===== config.mk =====
export PLATFORM = sky130hd
export DESIGN_NAME = q_8_29_ctrl
export DESIGN_NICKNAME = d
export VERILOG_FILES = /design/src/rtl/q_8_29_pkg.sv /design/src/rtl/dec_3to8.sv /design/src/rtl/q_8_29_ctrl.sv
export SDC_FILE = /design/constraint.sdc
export NUM_CORES = 1
export LEC_CHECK = 0
export CAP_MARGIN = 20
export CORE_AREA = 2 2 39 41
export DETAILED_ROUTE_END_ITERATION = 8
export DIE_AREA = 0 0 41 43
export PLACE_DENSITY = 0.52
export SYNTH_ARGS = -nofsm -noshare
export SYNTH_HDL_FRONTEND = slang
export SYNTH_SLANG_ARGS = --single-unit
export TNS_END_PERCENT = 10

===== constraint.sdc =====
create_clock -name clk -period 1.4 [get_ports clk]
set_input_delay 0.21 -clock clk [delete_from_list [all_inputs] [get_ports clk]]
set_output_delay 0.21 -clock clk [all_outputs]
set_load 0.005 [all_outputs]

===== src/rtl/q_8_29_pkg.sv =====
// Shared types and widths for the q_8_29 control unit.
package q_8_29_pkg;

    localparam int STATE_W = 3;
    localparam int DEC_W   = 8;

    typedef enum logic [STATE_W-1:0] {
        S0 = 3'd0,
        S1 = 3'd1,
        S2 = 3'd2,
        S3 = 3'd3,
        S4 = 3'd4,
        S5 = 3'd5,
        S6 = 3'd6,
        S7 = 3'd7
    } state_t;

endpackage


===== src/rtl/dec_3to8.sv =====
// Combinational binary-to-one-hot decoder; one output line per state code.
module dec_3to8
    import q_8_29_pkg::*;
(
    input  logic [STATE_W-1:0] i_bin,
    output logic [DEC_W-1:0]   o_dec
);

    always_comb begin
        o_dec        = '0;
        o_dec[i_bin] = 1'b1;
    end

endmodule


===== src/rtl/q_8_29_ctrl.sv =====
// Eight-state Moore control FSM steered by x/y/F/E; exposes state code and one-hot decode.
module q_8_29_ctrl
    import q_8_29_pkg::*;
(
    input  logic               clk,
    input  logic               rst,
    input  logic               x,
    input  logic               y,
    input  logic               F,
    input  logic               E,
    output logic [STATE_W-1:0] state,
    output logic [DEC_W-1:0]   dec_out
);

    state_t r_state;

    // Each qualifier is only looked at in its own state; elsewhere it is don't-care.
    always_ff @(posedge clk) begin
        if (rst) begin
            r_state <= S0;
        end else begin
            unique case (r_state)
                S0: begin
                    if (x)      r_state <= S1;
                    else if (y) r_state <= S2;
                    else        r_state <= S0;
                end
                S1: r_state <= S2;
                S2: r_state <= F ? S3 : S4;
                S3: r_state <= S0;
                S4: r_state <= E ? S5 : S6;
                S5: r_state <= S0;
                S6: r_state <= S7;
                S7: r_state <= S0;
                default: r_state <= S0;
            endcase
        end
    end

    assign state = r_state;

    dec_3to8 u_dec (
        .i_bin (r_state),
        .o_dec (dec_out)
    );

endmodule


==> impl_metrics.toml <==
[status]
status = "complete, no violations"

[global_route]
grt_pass1_wl_um = 1000
grt_max_degree = 11
overflow = 0
grt_pass1_vias = 269
antenna_found_initial = 0
gr-usage-all-layers_pct = 8.124

[layout]
fill_cells = 156
finalNetCount = 61
syn2layout_area_growth_pct = 102.6
regArea_um2 = 68.82
stdcell_count = 70
final_cell_area_um2 = 486.7
post-route-util_pct = 35.17
insertedDiodeCount = 0
largest_reg_flops = 3
drive_above_1_share_pct = 40.74
multi_input_area_um2 = 147.6

[timing]
fin_crit_sh_pct = 97.21
hold_violations = 0
min_period_ns = 1.361
final_max_slew_viol_count = 0
slew_headroom_pct = 90.43
tightest_slew_ns = 0.1424
max_clock_freq_ghz = 0.7348
finalSetupViolCount = 0
fin_ws_ns = 0.03906
clock-skew-final_ns = 0.001665
finalSetupTns_ns = 0
rsz0062_at_grt = "no"

[place]
place_ws_ns = -0.04224
dpl-instance-area_um2 = 452.9
numPortBuffers = 16
post-dp-hpwl_um = 491.7
place_inst = 66
gp_congestion = 0.6635

[synth]
postSynthAreaPerCell_um2 = 8.284
syn_nets = 35
syn_inst = 29
synthAdderAreaFrac_pct = 0
yosys.area_share.simple_pct = 35.42
synth_compound_area_share_pct = 18.75
ys_ff_latch = 3
ys_types = 20
syn_area_um2 = 240.2
synth_xor_area_share_pct = 0
yosys_warnings = 0
yosysSeqAreaShare_pct = 25.00
synthMuxAreaShare_pct = 6.250
synth_top_family_by_area = "simple AND/OR/NAND/NOR gates"

[clock_network]
cts_max_path_buffers = 2
cts_tree = "done"
clkSinkCount = 3
cts_buffers = 3
root_buffer = "clkbuf_4"
clkTransAtPathRegs_ns = 0.03
htree_levels = 1
clk_latency_ns = 0.23

[power]
pwr_density_cell_nw_per_um2 = 822.7
p_leak_nw = 0.2329
irDropWorstVdd_uv = 475.0

[setup_path]
critPathKind = "flop to primary output"
end_kind = "primary output"
reg2reg_slack_ns = 0.29
slowest_stage = "clkdlybuf4s50_1"
critPathRequiredTime_ns = 1.19
cp_cell_sequence = "buf_4 > clkdlybuf4s50_1"
cp-start-kind = "flop"
arrival_ns = 1.15
path_max_fanout = 4
cpPeakStageDelay_ns = 0.48

[floorplanning]
io_pins = 17
start_util_pct = 17.36
dieArea_um2 = 1763
die_w_um = 41
die_h_um = 43
core_area_um2 = 1384
rows = 14

[detailed_routing]
drc = 0
wl_per_cell_um = 8.514
ant_nets = 0
totalWireLength_um = 596
drt_iter0_drc = 0
viasPerCell = 4.014
firstDrtPassIters = 1
num_vias = 281

[job]
maxCapViolCount = 0

[worst_hold_path]
min_path_type = "flop to flop"
==> worst max-delay path: cells and delay by family, from the launching register on <==
family / cells / cell delay, ns
buffers and inverters: 2 / 0.58
flip-flops: 1 / 0.34
==> timing repair <==
item                                    in CTS  in global routing
gates resized for setup                     18                  2
hold buffers                                 0                  0
endpoints found under the setup margin      11                  2
buffers inserted                             0                  0
gates cloned                                 0                  0
==> final timing paths <==
check	cells past startpoint	end	start
worst max-delay path	2	state[2]	state[2]
worst max register to register	4	state[0]	state[1]
worst min register to register	2	state[0]	state[0]
worst min-delay path	2	state[0]	state[0]
==> placed cells by master, fill, tap and decap left out, types with 2 or more instances in the layout <==
cell type	netlist	routed
buf_4	0	7
and3_1	2	2
a21oi_1	2	2
dlygate4sd2_1	0	7
dfxtp_4	0	2
nor2_1	3	2
clkdlybuf4s50_1	0	6
buf_6	2	2
clkbuf_4	0	3
nor3_1	3	3
clkdlybuf4s15_1	0	2
==> Yosys cell counts <==
cell | number | area (µm²)
buf_2 | 1 | 5.000
a21oi_1 | 2 | 10.01
nand2_1 | 1 | 3.750
inv_2 | 1 | 3.750
o21ai_1 | 1 | 5.000
nor3_1 | 3 | 15.01
nor2_1 | 3 | 11.26
dfxtp_1 | 3 | 60.06
mux2_4 | 1 | 15.01
o22ai_2 | 1 | 12.51
nor3b_2 | 1 | 12.51
a211o_1 | 1 | 8.760
and2_1 | 1 | 6.260
nor2b_1 | 1 | 6.260
a21oi_2 | 1 | 8.760
nor3_2 | 1 | 10.01
buf_6 | 2 | 22.52
or2b_1 | 1 | 7.510
and3_1 | 2 | 12.51
inv_1 | 1 | 3.750
==> logic make-up after synthesis <==
| kind of cell | after synthesis |
|---|---|
| multiplexers | 1 |
| flip-flops | 3 |
| AND/OR/NAND/NOR | 14 |
| buffers and inverters | 5 |
| AO/OA/AOI/OAI | 6 |
==> metrics by stage <==
stage,total power [mW],hold WS [ns]
2_1_floorplan,0.1773,0.2791
3_3_place_gp,0.2662,0.6717
3_5_place_dp,0.2665,0.6694
4_1_cts,0.4104,0.5883
5_1_grt,0.4336,0.6028
6_report,0.4004,0.5888
==> per-layer routing <==
| layer | vias up | share of wire (%) | global-route usage (%) |
|---|---|---|---|
| met5 | - | 0 | 0 |
| met4 | 0 | 0 | 2.000 |
| met3 | 0 | 8.1 | 3.141 |
| met2 | 11 | 46 | 13.44 |
| met1 | 120 | 45 | 9.295 |
| li1 | 150 | - | - |
==> power by group <==
part           total [mW]  switching (mW)  internal (mW)
clock network       0.144          0.0379          0.106
logic               0.142          0.0499         0.0919
registers           0.115          0.0181         0.0964
==> area by class of cell <==
class / count / share of cell area, %
repair buffers: 24 / 44.47
flip-flops and latches: 3 / 14.14
inverters: 2 / 1.542
multi-input cells: 21 / 30.33
well taps: 16 / 4.113
clock buffers: 4 / 5.398
(Power assumes the default switching activity.)
